==> src/rtl/nysa_host_ih_driver.sv <==
// nysa_host_ih_driver
// Host-side initiator for the wishbone_master in_*/out_* port. A local
// request (ping / write / read on the peripheral or memory bus) is turned
// into the in_* word sequence. The out_* response words are collected:
// read data is returned, the status is checked, and completion is reported.
// Optional feature: define HOST_IH_TIMEOUT_EN to enable a handshake watchdog
// of TIMEOUT_CYCLES cycles.
module nysa_host_ih_driver #(
    parameter int unsigned TIMEOUT_CYCLES = 1024
) (
    input  logic        clk,
    input  logic        rst,
    input  logic        i_req_stb,
    input  logic [1:0]  i_req_op,
    input  logic        i_req_mem,
    input  logic [31:0] i_req_addr,
    input  logic [27:0] i_req_count,
    input  logic [31:0] i_wr_data,
    input  logic        i_wr_valid,
    output logic        o_wr_ack,
    output logic [31:0] o_rd_data,
    output logic        o_rd_valid,
    output logic        o_busy,
    output logic        o_done,
    output logic        o_error,
    output logic [31:0] o_status,
    input  logic        i_master_ready,
    output logic        o_in_ready,
    output logic [31:0] o_in_command,
    output logic [31:0] o_in_address,
    output logic [31:0] o_in_data,
    output logic [27:0] o_in_data_count,
    input  logic        i_out_en,
    input  logic [31:0] i_out_status,
    input  logic [31:0] i_out_address,
    input  logic [31:0] i_out_data,
    input  logic [27:0] i_out_data_count,
    output logic        o_out_ready
);

    typedef enum logic [2:0] {
        ST_IDLE    = 3'd0,
        ST_CMD     = 3'd1,
        ST_WR_DATA = 3'd2,
        ST_RESP    = 3'd3,
        ST_DONE    = 3'd4
    } state_t;

    localparam logic [1:0] OP_PING  = 2'b00;
    localparam logic [1:0] OP_WRITE = 2'b01;
    localparam logic [1:0] OP_READ  = 2'b10;

    state_t      state_q, state_d;
    logic [1:0]  op_q, op_d;
    logic        mem_q, mem_d;
    logic [31:0] addr_q, addr_d;
    logic [27:0] count_q, count_d;
    logic [27:0] remaining_q, remaining_d;
    logic        error_q, error_d;
    logic [31:0] status_q, status_d;
    logic [31:0] rd_data_q, rd_data_d;
    logic        rd_valid_q, rd_valid_d;

    logic        is_write;
    logic        is_read;
    logic [31:0] command;
    logic [27:0] req_count_fixed;
    logic        in_fire;
    logic        out_fire;

    assign is_write        = (op_q == OP_WRITE);
    assign is_read         = (op_q == OP_READ);
    // Command word: memory-bus select in bit 16, opcode in the low bits.
    assign command         = {15'h0, mem_q, 14'h0, op_q};
    assign req_count_fixed = (i_req_count == 28'd0) ? 28'd1 : i_req_count;
    assign out_fire        = (state_q == ST_RESP) && i_out_en;

`ifdef HOST_IH_TIMEOUT_EN
    localparam int WD_W = $clog2(TIMEOUT_CYCLES + 1);
    logic [WD_W-1:0] wd_q, wd_d;
`else
    // Without the watchdog the block waits indefinitely for each handshake.
    logic [31:0] unused_timeout;
    assign unused_timeout = 32'(TIMEOUT_CYCLES);
`endif

    // Response address and remaining count are informational only.
    logic unused_inputs;
    assign unused_inputs = ^{i_out_address, i_out_data_count};

    // Next-state, handshake and datapath update logic.
    always_comb begin
        state_d     = state_q;
        op_d        = op_q;
        mem_d       = mem_q;
        addr_d      = addr_q;
        count_d     = count_q;
        remaining_d = remaining_q;
        error_d     = error_q;
        status_d    = status_q;
        rd_data_d   = rd_data_q;
        rd_valid_d  = 1'b0;
        o_in_ready  = 1'b0;
        o_wr_ack    = 1'b0;
        o_out_ready = 1'b0;
        in_fire     = 1'b0;

        case (state_q)
            ST_IDLE: begin
                if (i_req_stb) begin
                    // Reserved opcode is issued on the wire as a ping.
                    op_d        = (i_req_op == 2'b11) ? OP_PING : i_req_op;
                    mem_d       = i_req_mem;
                    addr_d      = i_req_addr;
                    count_d     = req_count_fixed;
                    remaining_d = req_count_fixed;
                    error_d     = 1'b0;
                    state_d     = ST_CMD;
                end
            end
            ST_CMD: begin
                if (i_master_ready && (!is_write || i_wr_valid)) begin
                    in_fire    = 1'b1;
                    o_in_ready = 1'b1;
                    if (is_write) begin
                        o_wr_ack    = 1'b1;
                        remaining_d = remaining_q - 28'd1;
                        // Compare before decrementing so a full-scale count never wraps.
                        state_d     = (remaining_q != 28'd1) ? ST_WR_DATA : ST_RESP;
                    end else begin
                        state_d = ST_RESP;
                    end
                end
            end
            ST_WR_DATA: begin
                if (i_master_ready && i_wr_valid) begin
                    in_fire     = 1'b1;
                    o_in_ready  = 1'b1;
                    o_wr_ack    = 1'b1;
                    remaining_d = remaining_q - 28'd1;
                    if (remaining_q == 28'd1) begin
                        state_d = ST_RESP;
                    end
                end
            end
            ST_RESP: begin
                o_out_ready = 1'b1;
                if (i_out_en) begin
                    status_d = i_out_status;
                    if (i_out_status != ~command) begin
                        error_d = 1'b1;
                    end
                    if (is_read) begin
                        rd_data_d   = i_out_data;
                        rd_valid_d  = 1'b1;
                        remaining_d = remaining_q - 28'd1;
                        if (remaining_q == 28'd1) begin
                            state_d = ST_DONE;
                        end
                    end else begin
                        state_d = ST_DONE;
                    end
                end
            end
            ST_DONE: begin
                state_d = ST_IDLE;
            end
            default: begin
                state_d = ST_IDLE;
            end
        endcase

`ifdef HOST_IH_TIMEOUT_EN
        // Watchdog: counts handshake-free cycles while a request is active.
        wd_d = '0;
        if ((state_q == ST_CMD) || (state_q == ST_WR_DATA) || (state_q == ST_RESP)) begin
            if (in_fire || out_fire) begin
                wd_d = '0;
            end else if (wd_q == WD_W'(TIMEOUT_CYCLES - 1)) begin
                wd_d    = '0;
                error_d = 1'b1;
                state_d = ST_DONE;
            end else begin
                wd_d = wd_q + WD_W'(1);
            end
        end
`endif
    end

    // State and datapath registers; reset aborts any request in flight.
    always_ff @(posedge clk or negedge rst) begin
        if (!rst) begin
            state_q     <= ST_IDLE;
            op_q        <= 2'b00;
            mem_q       <= 1'b0;
            addr_q      <= 32'h0;
            count_q     <= 28'h0;
            remaining_q <= 28'h0;
            error_q     <= 1'b0;
            status_q    <= 32'h0;
            rd_data_q   <= 32'h0;
            rd_valid_q  <= 1'b0;
`ifdef HOST_IH_TIMEOUT_EN
            wd_q        <= '0;
`endif
        end else begin
            state_q     <= state_d;
            op_q        <= op_d;
            mem_q       <= mem_d;
            addr_q      <= addr_d;
            count_q     <= count_d;
            remaining_q <= remaining_d;
            error_q     <= error_d;
            status_q    <= status_d;
            rd_data_q   <= rd_data_d;
            rd_valid_q  <= rd_valid_d;
`ifdef HOST_IH_TIMEOUT_EN
            wd_q        <= wd_d;
`endif
        end
    end

    assign o_in_command    = command;
    assign o_in_address    = addr_q;
    assign o_in_data_count = count_q;
    assign o_in_data       = (is_write && ((state_q == ST_CMD) || (state_q == ST_WR_DATA)))
                             ? i_wr_data : 32'h0;
    assign o_busy          = (state_q == ST_CMD) || (state_q == ST_WR_DATA) || (state_q == ST_RESP);
    assign o_done          = (state_q == ST_DONE);
    assign o_error         = error_q;
    assign o_status        = status_q;
    assign o_rd_data       = rd_data_q;
    assign o_rd_valid      = rd_valid_q;

endmodule

==> config.mk <==
export PLATFORM = sky130hd
export DESIGN_NAME = nysa_host_ih_driver
export DESIGN_NICKNAME = d
export VERILOG_FILES = /design/src/rtl/nysa_host_ih_driver.sv
export SDC_FILE = /design/constraint.sdc
export NUM_CORES = 1
export LEC_CHECK = 0
export BUFFER_PORTS_ARGS = -buffer_cell sky130_fd_sc_hd__buf_2
export CAP_MARGIN = 40
export CORE_ASPECT_RATIO = 0.75
export CORE_MARGIN = 2
export CORE_UTILIZATION = 30
export CTS_CLUSTER_SIZE = 12
export DETAILED_ROUTE_END_ITERATION = 8
export REMOVE_ABC_BUFFERS = 1
export SKIP_LAST_GASP = 1
export SLEW_MARGIN = 20
export SYNTH_ARGS = -nofsm -noshare
export SYNTH_HDL_FRONTEND = slang
export SYNTH_SLANG_ARGS = --single-unit
==> constraint.sdc <==
create_clock -name clk -period 5.95 [get_ports clk]
set_clock_uncertainty 0.2 [all_clocks]
set_input_delay 0.8925 -clock clk [delete_from_list [all_inputs] [get_ports clk]]
set_output_delay 0.8925 -clock clk [all_outputs]
set_load 0.01 [all_outputs]
==> metrics.yaml, run 1 <==
syn_area_per_cell_um2: 9.86
tightest_slew_ns: 0.759
cts_tree: "built"
cap_violations: 0
start_util: 0.303
fillers: 2530
rr_endpoint: "remaining_q[19]"
vias: 6632
report.final.setup_viol: 0
routedWlPerCell_um: 15.7
critPathSlowestCell: "or2_2"
clock_sinks: 160
slowest_delay_ns: 0.62
cts_inserted_buffers: 17
drt-initial-drc-count: 482
pwr-share-seq: 0.381
reg2reg_from: "state_q[0]"
cp_cell_sequence: "nor2_1, or2_2, clkinv_1, buf_2"
end_kind: "output port"
synth_seq_area_share: 0.533
ctsResizeCount: 0
antenna_left: 0
power_frac_comb: 0.414
ir_drop_uv: 245
die_x_um: 187
dieHeight_um: 141
htreeDepth: 4
firstDrtPassIters: 5
clkSlewWorstSetupHoldPaths_ns: 0.06
leakagePower_uw: 0.00513
antenna_found_initial: 0
p_int_uw: 3100
port_buffers: 330
insertion_delay_ns: 0.43
critical_path_arrival_ns: 2.24
seqCellArea_um2: 4000
relSlewSlack: 0.494
n_antenna_cell: 0
cp_max_fo: 36
cts_setup_buffers: 0
grt_pass1_vias: 6319
fp-row-count: 50
place_congestion: 0.829
finish.instance_area_um2: 9970
wirelength_um: 22400
post-route-min-period_ns: 3.33
cts_root_buf: "clkbuf_16"
required_ns: 4.86
worstSetupPathType: "register to output port"
fmax_ghz: 0.300
drc: 0
async_flop_share: 1.00
nets: 1305
layout-drive-gt1-share: 0.407
clkPwrFrac: 0.204
synth_seq_cells: 160
grt_max_degree: 77
rrSetupSlack_ns: 3.11
syn_area_um2: 7510
grt_pass1_wl_um: 35600
multi_input_area_um2: 3210
yosys_warnings: 0
synth_cell_types: 53
core_area_um2: 24800
rsz0062_at_grt: "false"
min_period_over_period: 0.560
hold_violations: 0
dpl_cell_area_um2: 9420
globalRouteOverflowTotal: 0
dieArea_um2: 26300
setup-tns-final_ns: 0
p_switching_uw: 2010
outcome: "completed"
synthCells: 761
hp-class: "input pin to async pin"
synth-edff-count: 0
setup.worst_path.start_class: "register"
pwr_density_cell_nw_per_um2: 512
grt_use_total: 0.171
reg2reg_depth: 5
vias_per_cell: 4.64
final_max_slew_viol_count: 0
postCtsHoldBufs: 0
swShare: 0.393
cts.path.max_buffers: 2
synthFlopType: "dfrtp_1"
io_pins: 420
dp_hpwl_um: 16300
areaGrowthSynthToFinish_pct: 32.8
metrics by stage:
stage	utilization	setup WS [ns]	cells	power, uW	hold slack, ns
global placement	0.379	2.88	1396	4030	0.253
detailed placement	0.380	2.81	1397	4090	0.257
CTS	0.402	2.63	1428	5160	0.274
floorplan	-	1.56	718	3170	0.271
finish	0.402	2.62	1428	5100	0.254
global route	0.402	2.48	1428	5500	0.288
logic make-up (layout without fill, tap and decap cells):
kind of cell               count (synthesis)  after routing  share of synthesized area
DFF                                      160            160                      0.533
AOI/OAI and AO/OA                         99             99                     0.0860
buffers and inverters                     76            377                     0.0543
muxes                                     64             64                     0.0960
other                                      1             29                   0.000500
xor gates and xnor gates                   3              3                    0.00350
adders and majority gates                  2              2                    0.00333
and+or+nand+nor                          356            356                      0.223
area by class of cell:
cell class / count / area share
Clock buffer: 22 / 0.0466
Clock inverter: 9 / 0.00866
Inverter: 5 / 0.00188
Multi-Input combinational cell: 553 / 0.322
Sequential cell: 160 / 0.402
Tap cell: 338 / 0.0424
Timing Repair Buffer: 341 / 0.177
power by group through the flow:
stage / Combinational (uW) / Clock [uW] / Sequential (uW)
floorplan: 1060 / 0 / 2100
global placement: 2100 / 0 / 1930
detailed placement: 2130 / 0 / 1960
CTS: 2140 / 1080 / 1940
global route: 2360 / 1120 / 2020
finish: 2120 / 1040 / 1950
layer usage:
layer  wire, um  part of all wire  global-route usage
met1      10500              0.47               0.243
met2      10100              0.45               0.260
met3       1610             0.072              0.0471
met4        178            0.0079              0.0397
met5          0                 0                   0
cell usage after synthesis, types with 4 or more instances:
master / n / area (um^2)
nor2b_1: 4 / 25.0
nand3b_1: 5 / 37.5
or3_1: 9 / 56.3
nor4_1: 15 / 93.8
inv_1: 4 / 15.0
nand4_1: 10 / 62.6
a32oi_1: 4 / 35.0
o22ai_1: 4 / 25.0
or4_1: 4 / 30.0
nand3_1: 7 / 35.0
clkbuf_1: 33 / 124
o211ai_1: 5 / 37.5
dfrtp_1: 160 / 4000
buf_4: 30 / 225
mux2_2: 64 / 721
and2_1: 39 / 244
a21oi_1: 24 / 120
buf_2: 8 / 40.0
o21ai_0: 24 / 120
nand2_1: 200 / 751
a22oi_1: 4 / 30.0
a31oi_1: 6 / 37.5
nor2_1: 31 / 116
nor3_1: 13 / 65.1
nor3b_1: 4 / 30.0
critical path: cells and delay by family (launching register included):
family | cells | cell delay [ns]
buffers and inverters | 2 | 0.41
DFF | 1 | 0.51
and+or+nand+nor | 2 | 0.87
cells in the final DEF (no fill, tap or decap), types with 4 or more instances in the layout:
cell and instances:
o211ai_1 5, o21ai_0 24, a32oi_1 4, clkbuf_16 17, o22ai_1 4, nand3_1 7, a21oi_1 24, or4_1 4
buf_4 10, clkinvlp_4 5, nor2b_1 4, inv_1 4, buf_2 329, or3_1 9, nor2_1 31, nand4_1 10
a22oi_1 4, a31oi_1 6, mux2_2 64, dfrtp_1 160, nor3b_1 4, conb_1 29, and2_1 39, nor3_1 13
nand2_1 200, nor4_1 15, nand3b_1 5
sequential cells by signal (all words and copies together) (netlist names):
| name | cells |
|---|---|
| o_in_address | 32 |
| o_rd_data | 32 |
| o_status | 32 |
| o_in_data_count | 28 |
| remaining_q | 28 |
| state_q | 3 |
| op_q | 2 |
| mem_q | 1 |
| o_error | 1 |
| o_rd_valid | 1 |
worst max-delay path by stage:
| stage | start | to | slack [ns] | depth (start not counted) |
|---|---|---|---|---|
| floorplan | i_req_stb | remaining_q[0] | 1.56 | 3 |
| global placement | i_master_ready | remaining_q[19] | 2.88 | 6 |
| detailed placement | i_master_ready | remaining_q[19] | 2.81 | 6 |
| CTS | state_q[0] | o_busy | 2.63 | 4 |
| global route | state_q[0] | o_busy | 2.48 | 4 |
| finish | state_q[1] | o_busy | 2.62 | 4 |
Note: power is estimated with default switching activity, not from simulation.
==> run 2: changes to the inputs <==
clock period = 2.7 ns   (was 5.95 ns; I/O delays follow)
==> metrics.yaml, run 2 (same netlist as run 1, synthesis figures left out) <==
outcome: "completed"
ir_drop_uv: 531  # +120%
antenna_found_initial: 0  # unchanged
cp_num_buf_inv: 0  # -2
final_max_slew_viol_count: 0  # unchanged
cap_violations: 0  # unchanged
leakagePower_uw: 0.00561  # +9.4%
grt_pass1_wl_um: 36800  # +3.4%
pwr-share-seq: 0.351  # -0.030
p_int_uw: 7480  # +140%
setup_ws_ns: 0.159  # -2.46 ns
cp_max_fo: 4  # -89%
pwr_density_cell_nw_per_um2: 1090  # +110%
wirelength_um: 23800  # +5.9%
clock_sinks: 160  # unchanged
relSlewSlack: 0.577  # +0.0832
dpl_cell_area_um2: 9560  # +1.6%
areaGrowthSynthToFinish_pct: 46.8
cts_tree: "built"
die_x_um: 187  # unchanged
tightest_slew_ns: 0.632  # -0.127 ns
firstDrtPassIters: 4  # -1
power_frac_comb: 0.433  # +0.019
clkSlewWorstSetupHoldPaths_ns: 0.07  # about the same
critPathSlowestCell: "or4_1"
cts_root_buf: "clkbuf_16"
post-route-min-period_ns: 2.54
finish.instance_area_um2: 11000  # +11%
port_buffers: 330  # unchanged
core_area_um2: 24800  # unchanged
globalRouteOverflowTotal: 0  # unchanged
routedWlPerCell_um: 15.6  # -0.60%
layout_commonest_cell: "buf_2"
dp_hpwl_um: 16400  # +0.48%
fmax_ghz: 0.394
dieHeight_um: 141  # unchanged
cp_cell_sequence: "or4_1, nor4b_1, nand4_1, a211oi_1, a211oi_1"
grt_pass1_vias: 6828  # +8.1%
drc: 0  # unchanged
htreeDepth: 4  # unchanged
rsz0062_at_grt: "false"
path_delay_family: "simple AND/OR/NAND/NOR gates"
antenna_left: 0  # unchanged
vias_per_cell: 4.60  # -0.91%
nets: 1398  # +7.1%
grt_max_degree: 84  # +9.1%
report.final.setup_viol: 0  # unchanged
vias: 7004  # +5.6%
dp_slack_ns: 0.189  # -2.62 ns
insertion_delay_ns: 0.43  # about the same
fp-row-count: 50  # unchanged
hold_violations: 0  # unchanged
hp-class: "input pin to register"
start_util: 0.303  # unchanged
layout-drive-gt1-share: 0.404  # -0.00362
cts_inserted_buffers: 17  # unchanged
n_antenna_cell: 0  # unchanged
setup.worst_path.start_class: "register"
final_cell_mix: "329 x buf_2, 200 x nand2_1, 159 x dfrtp_1"
swShare: 0.380  # -0.0134
dp.cells: 1411  # +1.0%
required_ns: 2.78  # -2.08 ns
crit_top_cell: "a211oi_1"
critical_path_arrival_ns: 2.62  # +0.38 ns
grt_use_total: 0.176  # +0.00475
clkPwrFrac: 0.217  # +0.013
min_period_over_period: 0.941
end_kind: "register"
io_pins: 420  # unchanged
place_congestion: 0.830  # +0.19%
slowest_delay_ns: 0.58  # -0.04 ns
worstSetupPathType: "register to register"
drt-initial-drc-count: 352  # -27%
cts.path.max_buffers: 2  # unchanged
final_cells: 1522  # +6.6%
dieArea_um2: 26300  # unchanged
p_switching_uw: 4580  # +130%
==> run 2: metrics by stage <==
step	power (uW)	TNS, ns	hold slack [ns]	util
after floorplan	6980	-61.18	-0.0906	-
after global placement	9100	0	-0.00121	0.386
after detailed placement	9220	0	-0.000644	0.386
after CTS	12000	-0.0148	0.000262	0.440
after global routing	12900	0	0.000360	0.445
final	12100	0	0.0173	0.445
==> run 2: final cells by class <==
type                       instances  area [um^2]
fill                            2410        13800
sequential                       160         4010
multi-input combinational        553         3250
timing repair buffer             434         2690
clock buffer                      20          457
tap                              338          423
clock inverter                    12          180
inverter                           5         20.0
==> run 2: what timing repair did <==
item                                   4_1_cts  5_1_grt
hold buffers                                70        0
setup endpoints to repair                    4       34
pin swaps                                    0        1
gates cloned                                 0        2
buffers inserted                             0        7
endpoints found under the hold margin      229        0
resized for setup                            3       18
==> run 2: final timing paths <==
check	start	end	slack [ns]	depth (start not counted)
setup / recovery	remaining_q[22]	state_q[1]	0.16	5
hold / removal	i_req_count[16]	o_in_data_count[16]	0.02	3
setup reg to reg	remaining_q[22]	state_q[1]	0.16	5
hold reg to reg	o_in_address[4]	o_in_address[4]	0.27	2
max in group asynchronous	rst	o_in_data_count[4]	1.52	3
min in group asynchronous	rst	o_in_data_count[15]	0.12	2
==> run 2: power groups by stage <==
stage | clock (uW) | sequential (uW) | combinational, uW
2_1_floorplan | 0 | 4640 | 2340
3_3_place_gp | 0 | 4200 | 4900
3_5_place_dp | 0 | 4240 | 4970
4_1_cts | 2700 | 4220 | 5080
5_1_grt | 2790 | 4380 | 5760
6_report | 2610 | 4230 | 5220
==> run 2: worst min-delay path: stages <==
cell and delay, ns:
buf_2 0.11, nand2_1 0.05, nand2_1 0.05
==> run 2: metal layers <==
metal / global-route usage / wire [um] / vias to the layer above
li1: - / - / 3378
met3: 0.0493 / 1620 / 24
met2: 0.272 / 10700 / 237
met4: 0.0514 / 336 / 0
met5: 0 / 0 / -
met1: 0.241 / 11100 / 3365
==> run 3: changes to the inputs <==
PLACE_DENSITY_LB_ADDON = 0.25   (was not set)
==> metrics.yaml, run 3 (same netlist as run 1, synthesis figures left out) <==
htreeDepth: 4  # unchanged
met2WireLength_um: 10600  # -0.40%
cap_violations: 0  # unchanged
drt-initial-drc-count: 321  # -8.8%
antenna_found_initial: 0  # unchanged
clkPwrFrac: 0.223  # +0.006
post-route-min-period_ns: 2.57  # +0.0263 ns
worstSetupPathType: "register to output port"
reg2reg_depth: 5  # unchanged
core_area_um2: 24800  # unchanged
pwr-share-seq: 0.353  # +0.002
grt_max_degree: 78  # -7.1%
dp_slack_ns: 0.276  # +0.0866 ns
drc: 0  # unchanged
pwr_density_cell_nw_per_um2: 1090  # -0.21%
cp_max_fo: 34  # +30
cts_root_buf: "clkbuf_16"
setup_ws_ns: 0.133  # -0.0263 ns
required_ns: 2.10  # -0.68 ns
clock_sinks: 160  # unchanged
die_x_um: 187  # unchanged
leakagePower_uw: 0.00560  # -0.23%
p_switching_uw: 4530  # -1.1%
layout_commonest_cell: "buf_2"
ir_drop_uv: 460  # -13%
power_frac_comb: 0.424  # -0.009
wl_met1_um: 10800  # -2.6%
rr_endpoint: "state_q[1]"
end_kind: "output port"
clkSlewWorstSetupHoldPaths_ns: 0.06  # about the same
p_total_uw: 12000  # -0.28%
cp_num_buf_inv: 4  # +4
routedWlPerCell_um: 15.4  # -1.6%
relSlewSlack: 0.628  # +0.0509
min_period_over_period: 0.951  # +0.00975
dieHeight_um: 141  # unchanged
cp_cell_sequence: "buf_4, nor2_1, or2_2, clkinv_1, buf_12, buf_2"
worstSetupEndpoint: "o_busy"
rsz0062_at_grt: "false"
outcome: "completed"
cts.path.max_buffers: 2  # unchanged
cts_tree: "built"
slowest_delay_ns: 0.37  # -0.21 ns
hp-class: "input pin to register"
wirelength_um: 23400  # -1.6%
report.final.setup_viol: 0  # unchanged
layout-drive-gt1-share: 0.392  # -0.0115
start_util: 0.303  # unchanged
io_pins: 420  # unchanged
fp-row-count: 50  # unchanged
setup.worst_path.start_class: "register"
vias_per_cell: 4.57  # -0.66%
grt_pass1_wl_um: 36500  # -0.96%
final_cell_mix: "329 x buf_2, 200 x nand2_1, 159 x dfrtp_1"
nets: 1397  # -0.072%
fmax_ghz: 0.390  # -1.0%
reg2reg_from: "remaining_q[22]"
wl_met3_um: 1500  # -7.1%
globalRouteOverflowTotal: 0  # unchanged
top_layer: "met4"
grt_pass1_vias: 6698  # -1.9%
dp_hpwl_um: 16600  # +1.3%
vias: 6958  # -0.66%
critical_path_arrival_ns: 1.96  # -0.66 ns
port_buffers: 330  # unchanged
grt_use_total: 0.175  # -0.00136
setup-tns-final_ns: 0  # unchanged
firstDrtPassIters: 4  # unchanged
areaGrowthSynthToFinish_pct: 46.7  # about the same
antenna_left: 0  # unchanged
fillers: 2458  # +2.0%
insertion_delay_ns: 0.43  # about the same
cts_inserted_buffers: 17  # unchanged
tightest_slew_ns: 0.558  # -0.0740 ns
hold_violations: 0  # unchanged
p_int_uw: 7500  # +0.21%
final_max_slew_viol_count: 0  # unchanged
cp.depth: 6  # +1
place_congestion: 0.775  # -6.7%
crit_start: "state_q[1]"
swShare: 0.377  # -0.00303
critPathSlowestCell: "dfrtp_1"
path_delay_family: "buffers and inverters"
rrSetupSlack_ns: 0.28  # +0.12 ns
dieArea_um2: 26300  # unchanged
## run 3: final cells by class
type	instances	area (um^2)	share of cell area
multi-input cells	553	3210	0.292
clock inverters	12	205	0.0186
inverters	5	18.8	0.00170
well taps	338	423	0.0384
flip-flops and latches	160	4010	0.364
clock buffers	20	447	0.0406
repair buffers	433	2700	0.245
diodes	1	2.50	0.000227
## run 3: worst min path at each step
stage | from | endpoint | slack, ns | cells after the start
floorplan | rst | mem_q | -0.09 | 0
global placement | rst | o_in_data_count[16] | 0.06 | 1
detailed placement | rst | o_in_data_count[16] | 0.06 | 1
CTS | i_out_data[23] | o_rd_data[23] | 0.00007 | 2
global route | i_out_data[23] | o_rd_data[23] | 0.004 | 2
finish | i_req_addr[11] | o_in_address[11] | 0.01 | 3
## run 3: metal layers
| metal | vias up | global-route usage |
|---|---|---|
| met4 | 0 | 0.0551 |
| li1 | 3374 | - |
| met3 | 21 | 0.0548 |
| met1 | 3340 | 0.232 |
| met2 | 223 | 0.273 |
| met5 | - | 0 |
## run 3: per-stage QoR
stage	cell area [um^2]	hold slack [ns]	cells	util
2_1_floorplan	7220	-0.0906	718	-
3_3_place_gp	9550	0.0615	1409	0.386
3_5_place_dp	9550	0.0634	1409	0.386
4_1_cts	11000	0.0000737	1518	0.443
5_1_grt	11000	0.00370	1521	0.444
6_report	11000	0.0147	1522	0.445
## run 3: what timing repair did
action / CTS / global route
pin swaps: 0 / 0
setup endpoints to repair: 32 / 32
buffers inserted: 0 / 3
hold endpoints to repair: 236 / 0
gates resized for setup: 1 / 4
hold buffers: 77 / 0
## run 3: tightest hold or removal path, delay by kind of cell
family | cells | cell delay (ns)
and+or+nand+nor | 2 | 0.12
buffers and inverters | 1 | 0.08
## run 3: power by group through the flow
stage                     Clock (uW)  Combinational, uW  Sequential (uW)
after global routing            2880               5610             4390
after detailed placement           0               5010             4250
after CTS                       2780               5110             4230
after global placement             0               4950             4220
after floorplan                    0               2340             4640
final                           2690               5100             4240
